$ cat src/rtl/store_unit_pkg.sv
// store_unit_pkg: shared CPU load/store widths and store FSM state encoding
package store_unit_pkg;
  localparam int ADDR_W_DEF = 12;
  localparam int WORD_W_DEF = 16;
  typedef logic [2:0] state_t;
  localparam logic [2:0] S_IDLE   = 3'd0;
  localparam logic [2:0] S_LD_MAR = 3'd1;
  localparam logic [2:0] S_LD_MBR = 3'd2;
  localparam logic [2:0] S_WRITE  = 3'd3;
  localparam logic [2:0] S_FIN    = 3'd4;
endpackage

$ cat src/rtl/store_unit.sv
// store_unit: stores AC to memory address X via MAR/MBR with an ack timeout
module store_unit
  import store_unit_pkg::*;
#(
  parameter int ADDR_W      = ADDR_W_DEF,
  parameter int WORD_W      = WORD_W_DEF,
  parameter int ACK_TIMEOUT = 15
) (
  input  logic              clk,
  input  logic              rst,
  input  logic              start,
  input  logic [ADDR_W-1:0] X,
  input  logic [WORD_W-1:0] AC,
  output logic [ADDR_W-1:0] mem_addr,
  output logic [WORD_W-1:0] mem_wdata,
  output logic              mem_we,
  input  logic              mem_ack,
  output logic              busy,
  output logic              done,
  output logic              err
);
  localparam int CW = $clog2(ACK_TIMEOUT + 1);
  state_t state_q, state_d;
  logic [ADDR_W-1:0] xl_q, xl_d, mar_q, mar_d;
  logic [WORD_W-1:0] al_q, al_d, mbr_q, mbr_d;
  logic [CW-1:0] cnt_q, cnt_d;
  logic err_q, err_d;
  always_comb begin
    state_d = state_q;
    xl_d = xl_q;
    al_d = al_q;
    mar_d = mar_q;
    mbr_d = mbr_q;
    cnt_d = cnt_q;
    err_d = 1'b0;
    case (state_q)
      S_IDLE: if (start) begin
        xl_d = X;
        al_d = AC;
        state_d = S_LD_MAR;
      end
      S_LD_MAR: begin
        mar_d = xl_q;
        state_d = S_LD_MBR;
      end
      S_LD_MBR: begin
        mbr_d = al_q;
        cnt_d = '0;
        state_d = S_WRITE;
      end
      // ack wins over timeout in the final wait cycle
      S_WRITE: if (mem_ack) state_d = S_FIN;
        else if (cnt_q == CW'(ACK_TIMEOUT - 1)) begin
          state_d = S_IDLE;
          err_d = 1'b1;
        end else cnt_d = cnt_q + 1'b1;
      S_FIN: state_d = S_IDLE;
      default: state_d = S_IDLE;
    endcase
  end
  always_ff @(posedge clk) begin
    if (rst) begin
      state_q <= S_IDLE;
      xl_q <= '0;
      al_q <= '0;
      mar_q <= '0;
      mbr_q <= '0;
      cnt_q <= '0;
      err_q <= 1'b0;
    end else begin
      state_q <= state_d;
      xl_q <= xl_d;
      al_q <= al_d;
      mar_q <= mar_d;
      mbr_q <= mbr_d;
      cnt_q <= cnt_d;
      err_q <= err_d;
    end
  end
  assign mem_addr = mar_q;
  assign mem_wdata = mbr_q;
  assign mem_we = state_q == S_WRITE;
  assign busy = state_q != S_IDLE;
  assign done = state_q == S_FIN;
  assign err = err_q;
endmodule

$ cat config.mk
export PLATFORM = sky130hd
export DESIGN_NAME = store_unit
export DESIGN_NICKNAME = d
export VERILOG_FILES = /design/src/rtl/store_unit_pkg.sv /design/src/rtl/store_unit.sv
export SDC_FILE = /design/constraint.sdc
export NUM_CORES = 1
export LEC_CHECK = 0
export CORE_MARGIN = 1.5
export CORE_UTILIZATION = 51
export DETAILED_ROUTE_END_ITERATION = 10
export MAX_ROUTING_LAYER = met4
export PLACE_DENSITY = 0.83
export RECOVER_POWER = 50
export SLEW_MARGIN = 20
export SYNTH_ARGS = -nofsm -noshare
export SYNTH_HDL_FRONTEND = slang
export SYNTH_SLANG_ARGS = --single-unit
export TNS_END_PERCENT = 5
$ cat constraint.sdc
create_clock -name clk -period 2.5 [get_ports clk]
set_clock_uncertainty 0.15 [all_clocks]
set_input_delay 0.5 -clock clk [delete_from_list [all_inputs] [get_ports clk]]
set_output_delay 0.5 -clock clk [all_outputs]
set_load 0.1 [all_outputs]
# Word-level counts from Yosys, hierarchy flattened

Index checks and enable logic that the tools add are counted.

Add/subtract/negate cells: 1
Eq/ne operators: 9
Multiplexer cells: 8
Bitwise operators: 1
Reduce and logical (&&, ||, !) cells: 7

Operators by type and width:

| operator                                               | count |
|---|---|
| one-hot mux 3 bit (4 select lines)                     | 1 |
| 2-to-1 mux 3 bit                                       | 3 |
| 2-to-1 mux 4 bit                                       | 2 |
| one-hot mux 4 bit (2 select lines)                     | 1 |
| == test 3 x 2 -> 1 bit (second input constant)         | 2 |
| inequality test 2 bit (second input constant)          | 3 |
| adder 4 x 1 -> 4 bit (second input constant)           | 1 |
| == test 4 bit (second input constant)                  | 1 |
| AND reduction 2 bit                                    | 2 |
| == test 3 x 1 -> 1 bit (second input constant)         | 1 |
| == test 3 bit (second input constant)                  | 1 |
| zero test 3 bit                                        | 1 |
| inequality test 3 x 1 -> 1 bit (second input constant) | 1 |
| AND reduction 3 bit                                    | 1 |
| nonzero test 3 bit                                     | 1 |
| OR reduction 3 bit                                     | 1 |
| nonzero test 2 bit                                     | 1 |
| 2-to-1 mux 1 bit                                       | 1 |
| inverter 1 bit                                         | 1 |

Flip-flop bits (word level): 64
Input bits: 32
Output and inout bits: 32
Logic and storage cells: 33

# Depth between registers and ports, before layout

Gate-level depths: netlist of run 1.

Word-level depth: 4
Depth in mapped cells: 6
Mapped depth without buffers: 5

# Worst setup path before layout of run 1

Ideal clock, no wire load.

Path type: reg2out
Start point: reg state_q[2]
End point: out done
Data arrival time: 2.671 ns
Slack: -0.821 ns
Stages on the path, launching flop included: 3
Cell sequence: dfxtp_1 -> buf_6 -> nor3b_1

Cells in the longest elaborated chain, start to end: 1

RTL lines:

| element                | line             | text |
|---|---|---|
| from (decl)            | store_unit.sv:23 | `state_t state_q, state_d;` |
| from (signal assigned) | store_unit.sv:71 | `state_q <= state_d;` |
| == test 3 bit          | store_unit.sv:84 | `assign done = state_q == S_FIN;` |
| to (decl)              | store_unit.sv:19 | `output logic done,` |

No other way between the ends.

# Final worst setup path of run 1

Start point: reg mbr_q[14] (netlist: mem_wdata[14])
End point: out mem_wdata[14]

RTL lines:

| element                | line             | text |
|---|---|---|
| from (decl)            | store_unit.sv:25 | `logic [WORD_W-1:0] al_q, al_d, mbr_q, mbr_d;` |
| from (signal assigned) | store_unit.sv:75 | `mbr_q <= mbr_d;` |
| to (decl)              | store_unit.sv:15 | `output logic [WORD_W-1:0] mem_wdata,` |

No word-level cell between the ends.

==> metrics.txt, run 1 <==
status=complete, but fails checks; failing checks=DRC; top post-synthesis cells by count=nand2_1, dfxtp_1, a21oi_1, buf_2, clkbuf_1; Mapped Avg Cell Area=slightly above 8 µm²; FP Rows=24; Avg Vias per Cell=5.25; CP Class=reg2out; Crit. End Element=primary output; largest net degree at the start of global routing=36; vias in the first global route=roughly 2100; H-tree depth=3; Starting Density=0.542; most frequent cell after synthesis=nand2_1; cts bufs inserted=9; CP startpoint kind=flop; Vias=2154; maximum VDD drop=372 µV; DR WL/cell=approximately 13 µm; Post-CTS Hold Buffers=0; synth unique cells=27; Tcrit/Tclk final=0.882; layout cells sized above 1=0.115; Cell Area, Synth=between 2000 and 2500 µm²; asr flop ratio synth=0; Lkg Pwr=between 1 and 1.5 nW; Final #Nets=about 390; CTS tree=yes; CP top delay family=buffers and inverters; clock buffer depth=2; power density over the cells=~710 nW/µm²; clock-pin slew on the worst setup and hold paths=70 ps; EDFF count, synth=0; Mapped Cells=approximately 290; DRT iter0 DRCs=158; Max Cap Viol=0; top-area cell type share of the netlist area=0.532; RSZ-0062 raised after global routing=false; critical-path maximum fanout=2; io pins=64; Top FF cell, synth=dfxtp_1; R2R depth=4; post_cts resized=0; clock period minus worst slack=2200 ps; Seq cells post-synth=64; CP max stage delay=~870 ps; dpl hpwl=between 3000 and 4000 µm; Die X=71.7 µm; final setup fails=0; Synth Warn #=0; # fillers=390; n_diodes=0; drc violations=2; initial antenna violation count=0; largest cells by area after synthesis=dfxtp_1, nand2_1, a21oi_1, buf_6, buf_2; Tightest Hold Check Type=reg2reg; Worst Hold Depth=2; Post-CTS Setup Bufs=0; Pre-antenna DRT Iters=9; CTS sink count=64; GP Congestion=approximately 0.85; Core Area=~4400 µm²; Worst Tran Pin Value=1180 ps; antenna-violating nets left=0; Critical path buffers and inverters=1; crit-path cells=clkbuf_1; Crit. path cell count=1; post-synthesis sequential area ratio=0.532; CP arrival=1550 ps; Crit-path slowest cell=clkbuf_1; die area=around 5000 µm²; Slew headroom=0.216; Total Power=2.16 mW; GRT overflow=0; final hold vios=0; GR Util All Layers=0.234; Synth area leader=dfxtp_1; drt total wl=about 5400 µm; Syn Nets=between 300 and 400; Layout area overhead=26.8%; Crit path required time=1850 ps; Port Buf Inserts=between 60 and 70; first-pass GRT wire length=slightly above 9000 µm; Peak Freq=~450 MHz; CTS root buf=clkbuf_8; setup_tns=0 ps; die height=about 72 µm; Slew Viols, Final=0; clk_lat worst skew=approximately 330 ps
## cell families after synthesis
kind of cell,count (synthesis),synth area share
DFF,64,0.532
muxes,1,0.00467
buffers and inverters,22,0.0540
adders and majority gates,2,0.0104
AOI/OAI and AO/OA,66,0.141
and+or+nand+nor,137,0.258
## cell type report
cell class              instances  area (µm²)  area share
clock inverters                 4        22.5     0.00737
flip-flops and latches         64        1280       0.419
well taps                      52        65.1      0.0213
repair buffers                 71         544       0.178
clock buffers                  11         131      0.0430
multi-input cells             206        1000       0.328
inverters                       2        7.51     0.00246
## routing by layer
layer / vias up / share of wire / GRT usage
met1: 979 / 0.43 / 0.276
li1: 1089 / - / -
met5: - / 0 / -
met4: 0 / 0.022 / 0.109
met2: 73 / 0.48 / 0.376
met3: 13 / 0.064 / 0.0605
## final timing paths
check	end	slack (ps)	from
max	mem_wdata[14]	300	mem_wdata[14]$_SDFFE_PP0P_
max reg2reg	mem_addr[0]$_SDFFE_PP0P_	440	state_q[0]$_SDFFE_PP0P_
min	mem_addr[5]$_SDFFE_PP0P_	300	xl_q[5]$_SDFFE_PP0P_
min reg2reg	mem_addr[5]$_SDFFE_PP0P_	300	xl_q[5]$_SDFFE_PP0P_
## layout by cell type, fill, tap and decap left out, types with 2 or more instances in the layout
cell / instances
a31oi_1: 2
nand3_1: 4
clkinv_2: 3
buf_12: 3
or3b_1: 2
nand2_1: 113
clkbuf_2: 14
nor3_1: 2
clkdlybuf4s50_1: 29
or3_1: 2
a21oi_1: 60
nor3b_1: 2
buf_4: 6
o211ai_1: 3
dfxtp_1: 64
nand3b_1: 3
clkbuf_1: 18
clkbuf_8: 9
ha_1: 2
## flip-flops by register name, indices dropped and copies added (netlist names)
register and count:
al_q 16, mem_wdata 16, mem_addr 12, xl_q 12, cnt_q 4, state_q 3
err 1
## metrics by stage
stage / util / worst slack [ps] / cell area (µm²) / hold WS, ps / cells
finish: 0.688 / 296 / 3060 / 302 / 410
global route: 0.688 / 269 / 3060 / 309 / 410
CTS: 0.711 / 328 / 3160 / 303 / 410
detailed placement: 0.676 / 345 / 3010 / 295 / 395
global placement: 0.676 / 403 / 3010 / 287 / 395
floorplan: - / 168 / 2410 / 282 / 292
## where the power goes
part / leakage (nW) / switching, mW / internal [mW]
registers: 0.521 / 0.0352 / 1.07
clock network: 0.0789 / 0.368 / 0.349
logic: 0.525 / 0.228 / 0.117
total: 1.12 / 0.631 / 1.53
(Power assumes the default switching activity.)
==> inputs of run 2 (changes only) <==
--- a/config.mk
+++ b/config.mk
@@ -6,10 +6,10 @@
 export NUM_CORES = 1
 export LEC_CHECK = 0
 export CORE_MARGIN = 1.5
-export CORE_UTILIZATION = 51
+export CORE_UTILIZATION = 48
 export DETAILED_ROUTE_END_ITERATION = 10
 export MAX_ROUTING_LAYER = met4
-export PLACE_DENSITY = 0.83
+export PLACE_DENSITY = 0.79
 export RECOVER_POWER = 50
 export SLEW_MARGIN = 20
 export SYNTH_ARGS = -nofsm -noshare
==> constraint.sdc (replaced) <==
create_clock -name clk -period 2.1 [get_ports clk]
set_clock_uncertainty 0.15 [all_clocks]
set_input_delay 0.42 -clock clk [delete_from_list [all_inputs] [get_ports clk]]
set_output_delay 0.42 -clock clk [all_outputs]
set_load 0.1 [all_outputs]
==> metrics.txt, run 2 (same netlist as run 1, synthesis figures left out) <==
status=finished, final reports clean; setup_tns=0 ps (unchanged); DR WL/cell=12.6 µm (-4.9%); clock-pin slew on the worst setup and hold paths=70 ps (about the same); power density over the cells=935 nW/µm² (+32%); R2R depth=5 (+1); dpl hpwl=3470 µm (-3.3%); H-tree depth=3 (unchanged); Max Cap Viol=0 (unchanged); clock period minus worst slack=~1900 ps; critical-path maximum fanout=12 (+10); CP Class=reg2out; Core Area=4790 µm² (+7.7%); n_diodes=0 (unchanged); layout cells sized above 1=0.180 (+0.0650); met2 WL=2530 µm (-3.0%); post_cts resized=1 (+1); CP top delay family=simple AND/OR/NAND/NOR gates; Vias=2132 (-1.0%); # fillers=395 (+1.3%); Crit-path slowest cell=or3_1; Final #Nets=391 (+0.77%); Crit. End Element=primary output; Post-CTS Hold Buffers=0 (unchanged); Top Metal Used=met4; Slew headroom=0.631 (+0.415); most common cell after layout, fill and taps aside=nand2_1; io pins=64 (unchanged); CP startpoint kind=flop; Worst Hold Path EP=mem_wdata[4]$_SDFFE_PP0P_; clk_lat worst skew=340 ps (about the same); first-pass GRT wire length=8700 µm (-4.1%); Port Buf Inserts=63 (unchanged); hold wc startpoint=mem_wdata[4]$_SDFFE_PP0P_; CTS sink count=64 (unchanged); Starting Density=0.504 (-0.0387); Tightest Hold Check Type=reg2reg; drt total wl=5380 µm (-0.48%); Lkg Pwr=1.25 nW (+11%); die height=73.9 µm (+2.9%); CP max stage delay=440 ps (-430 ps); Worst Tran Pin Value=556 ps (-625 ps); Critical path buffers and inverters=1 (unchanged); multi-input logic area=1010 µm² (+1.1%); Crit path required time=1530 ps (-320 ps); final setup fails=0 (unchanged); maximum VDD drop=544 µV (+46%); Worst Hold Depth=2 (unchanged); launch point of the worst reg-to-reg path=state_q[1]$_SDFFE_PP0P_; cell area after layout=3250 µm² (+6.3%); largest net degree at the start of global routing=47 (+31%); CTS root buf=clkbuf_8; final core occ=0.679 (-0.00855); Pre-antenna DRT Iters=5 (-4); flop-to-flop setup slack=350 ps (-90 ps); antenna-violating nets left=0 (unchanged); die area=5450 µm² (+6.0%); Layout area overhead=34.8%; Tcrit/Tclk final=0.923; crit-path cells=or3_1 -> buf_12; FP Rows=25 (+4.2%); Slew Viols, Final=0 (unchanged); RR Endpoint=al_q[7]$_SDFFE_PP0P_; GRT overflow=0 (unchanged); CTS tree=yes; DRT iter0 DRCs=125 (-21%); met1 WL=2440 µm (+4.3%); met3 WL post-DR=338 µm (-2.0%); post-placement cell area=3080 µm² (+2.4%); Avg Vias per Cell=4.97 (-5.4%); Post-CTS Setup Bufs=0 (unchanged); GR Util All Layers=0.220 (-0.0141); initial antenna violation count=0 (unchanged); Final Non-Filler Cells=429 (+4.6%); CP arrival=1370 ps (-180 ps); FF/Latch Area=1280 µm² (+0.20%); most frequent cells in the layout=nand2_1, dfxtp_1, a21oi_1; Die X=73.9 µm (+2.9%); Hold WS=304 ps (+2.09 ps); vias in the first global route=1902 (-8.8%); placed cells=413 (+4.6%); GP Congestion=0.779 (-8.3%); drc violations=0 (-2); final hold vios=0 (unchanged); RSZ-0062 raised after global routing=false; Peak Freq=just over 500 MHz; cts bufs inserted=9 (unchanged); clock buffer depth=2 (unchanged)
## run 2: cell types whose count changed in the layout (fill, tap and decap cells not counted), sizes merged
cell      change
clkinvlp      -1
bufinv        +3
buf           +3
clkinv        -1
## run 2: how the worst max path moves through the flow
stage	end	depth (start not counted)	start
6_report	busy	2	state_q[2]$_SDFFE_PP0P_
5_1_grt	mem_we	3	state_q[0]$_SDFFE_PP0P_
4_1_cts	done	2	state_q[2]$_SDFFE_PP0P_
3_5_place_dp	al_q[5]$_SDFFE_PP0P_	5	start
3_3_place_gp	xl_q[4]$_SDFFE_PP0P_	5	start
2_1_floorplan	done	2	state_q[2]$_SDFFE_PP0P_
## run 2: final cells by class
type / instances / share of cell area
clock inverters: 5 / 0.0320
flip-flops and latches: 64 / 0.395
multi-input cells: 206 / 0.312
inverters: 2 / 0.00231
well taps: 67 / 0.0258
clock buffers: 11 / 0.0435
repair buffers: 74 / 0.189
## run 2: metrics by stage
step	power (mW)	setup slack, ps
floorplan	1.63	216
global placement	1.78	114
detailed placement	1.78	99.1
CTS	3.07	30.1
global route	3.15	102
finish	3.04	161
## run 2: power by group
part | internal, mW | switching [mW]
Combinational | 0.157 | 0.278
Sequential | 1.27 | 0.0409
Clock | 0.822 | 0.470
Total | 2.25 | 0.789
## run 2: worst register-to-register path, delay by kind of cell (launching register included)
family	cells	cell delay (ps)
AND/OR/NAND/NOR	2	630
flip-flops	1	400
AO/OA/AOI/OAI	1	70
buffers and inverters	2	390
## run 2: per-layer routing
| metal | GRT usage | vias up |
|---|---|---|
| li1 | - | 1095 |
| met1 | 0.273 | 960 |
| met2 | 0.328 | 68 |
| met3 | 0.0727 | 9 |
| met4 | 0.0926 | 0 |
| met5 | - | - |
==> inputs of run 3 (changes only) <==
--- a/config.mk
+++ b/config.mk
@@ -6,10 +6,10 @@
 export NUM_CORES = 1
 export LEC_CHECK = 0
 export CORE_MARGIN = 1.5
-export CORE_UTILIZATION = 48
+export CORE_UTILIZATION = 51
 export DETAILED_ROUTE_END_ITERATION = 10
 export MAX_ROUTING_LAYER = met4
-export PLACE_DENSITY = 0.79
+export PLACE_DENSITY = 0.83
 export RECOVER_POWER = 50
 export SLEW_MARGIN = 20
 export SYNTH_ARGS = -nofsm -noshare
==> constraint.sdc (replaced) <==
create_clock -name clk -period 2.34 [get_ports clk]
set_clock_uncertainty 0.15 [all_clocks]
set_input_delay 0.468 -clock clk [delete_from_list [all_inputs] [get_ports clk]]
set_output_delay 0.468 -clock clk [all_outputs]
set_load 0.1 [all_outputs]
==> metrics.txt, run 3 (same netlist as run 1, synthesis figures left out) <==
status=complete, but fails checks; failing checks=DRC; cts bufs inserted=9 (unchanged); # fillers=383 (-3.0%); io pins=64 (unchanged); critical-path maximum fanout=12 (unchanged); CP max stage delay=630 ps (+190 ps); Core Area=4440 µm² (-7.1%); Post-CTS Hold Buffers=0 (unchanged); Max Cap Viol=0 (unchanged); met2 WL=2610 µm (+3.2%); crit-path cells=nand3b_1 -> inv_2 -> buf_12; Vias=2133 (+0.047%); CP startpoint kind=flop; dpl hpwl=3570 µm (+2.8%); CTS root buf=clkbuf_8; CTS sink count=64 (unchanged); initial antenna violation count=0 (unchanged); Layout area overhead=29.8%; setup_tns=0 ps (unchanged); GP Congestion=0.860 (+10%); CTS tree=yes; Lkg Pwr=1.21 nW (-3.6%); clock period minus worst slack=~2100 ps; Die X=71.7 µm (-2.9%); GRT overflow=0 (unchanged); clock buffer depth=2 (unchanged); Crit-path slowest cell=dfxtp_1; Peak Freq=between 400 and 500 MHz; DR WL/cell=13.3 µm (+5.6%); final setup fails=0 (unchanged); CP Class=reg2out; Crit path required time=1720 ps (+190 ps); Top Metal Used=met4; most common cell after layout, fill and taps aside=nand2_1; vias in the first global route=2051 (+7.8%); die area=5150 µm² (-5.6%); Tightest Hold Check Type=reg2reg; met1 WL=2490 µm (+1.9%); met3 WL post-DR=262 µm (-22%); Critical path buffers and inverters=2 (+1); Slew headroom=0.588 (-0.0432); largest net degree at the start of global routing=36 (-23%); Port Buf Inserts=63 (unchanged); power density over the cells=813 nW/µm² (-13%); die height=71.7 µm (-2.9%); CP arrival=1500 ps (+130 ps); drt total wl=5440 µm (+0.97%); n_diodes=0 (unchanged); GR Util All Layers=0.233 (+0.0126); Pre-antenna DRT Iters=9 (+4); Slew Viols, Final=0 (unchanged); most frequent cells in the layout=nand2_1, dfxtp_1, a21oi_1; H-tree depth=3 (unchanged); maximum VDD drop=546 µV (+0.30%); final hold vios=0 (unchanged); Final #Nets=388 (-0.77%); antenna-violating nets left=0 (unchanged); post_cts resized=0 (-1); RSZ-0062 raised after global routing=false; FP Rows=24 (-4.0%); clock-pin slew on the worst setup and hold paths=70 ps (about the same); Worst Tran Pin Value=618 ps (+62.4 ps); layout cells sized above 1=0.162 (-0.0175); clk_lat worst skew=330 ps (about the same); first-pass GRT wire length=9050 µm (+4.0%); Tcrit/Tclk final=0.907; Avg Vias per Cell=5.20 (+4.7%); Post-CTS Setup Bufs=0 (unchanged); DRT iter0 DRCs=172 (+38%); drc violations=2 (+2); Crit. End Element=primary output; Starting Density=0.542 (+0.0387); Total Power=2.54 mW (-16%); CP top delay family=flip-flops
==> run 3: changes by cell type in the layout (fill, tap and decap cells not counted), sizes merged <==
cell,change
clkbuf,+1
bufinv,-1
buf,-4
==> run 3: layout make-up <==
cell class                 instances  area (µm²)  area share
clock inverter                     4        70.1      0.0224
inverter                           2        7.51     0.00240
multi-input combinational        206        1010       0.322
clock buffer                      11         131      0.0420
timing repair buffer              71         564       0.180
tap                               52        65.1      0.0208
sequential                        64        1280       0.410
==> run 3: path summary, 6_finish.rpt <==
kind                        startpoint                         to  slack [ps]  depth (start not counted)
max            state_q[0]$_SDFFE_PP0P_                     mem_we         220                          3
min          mem_wdata[2]$_SDFFE_PP0P_  mem_wdata[2]$_SDFFE_PP0P_         300                          2
max reg2reg    state_q[1]$_SDFFE_PP0P_      cnt_q[2]$_SDFFE_PP0P_         490                          3
min reg2reg  mem_wdata[2]$_SDFFE_PP0P_  mem_wdata[2]$_SDFFE_PP0P_         300                          2
==> run 3: where the power goes <==
group          leakage [nW]  switching (mW)  total [mW]  internal (mW)
clock                 0.103           0.403       0.995          0.591
combinational         0.583           0.243       0.370          0.127
sequential            0.521          0.0387        1.18           1.14
==> run 3: layer usage <==
layer,up-vias,global-route usage
li1,1087,-
met1,978,0.274
met2,61,0.374
met3,7,0.0549
met4,0,0.113
met5,-,-
==> run 3: worst min-delay path, stage by stage, from the launching register on <==
cell	delay (ps)
dfxtp_1	310
nand2_1	50
a21oi_1	50
==> run 3: per-stage QoR <==
stage | utilization | setup WS, ps | instances | hold WS, ps | instance area, µm²
5_1_grt | 0.704 | 134 | 410 | 318 | 3130
3_3_place_gp | 0.676 | 274 | 395 | 287 | 3010
4_1_cts | 0.722 | 208 | 410 | 300 | 3210
6_report | 0.704 | 218 | 410 | 303 | 3130
2_1_floorplan | - | 39.9 | 292 | 282 | 2410
3_5_place_dp | 0.676 | 245 | 395 | 295 | 3010
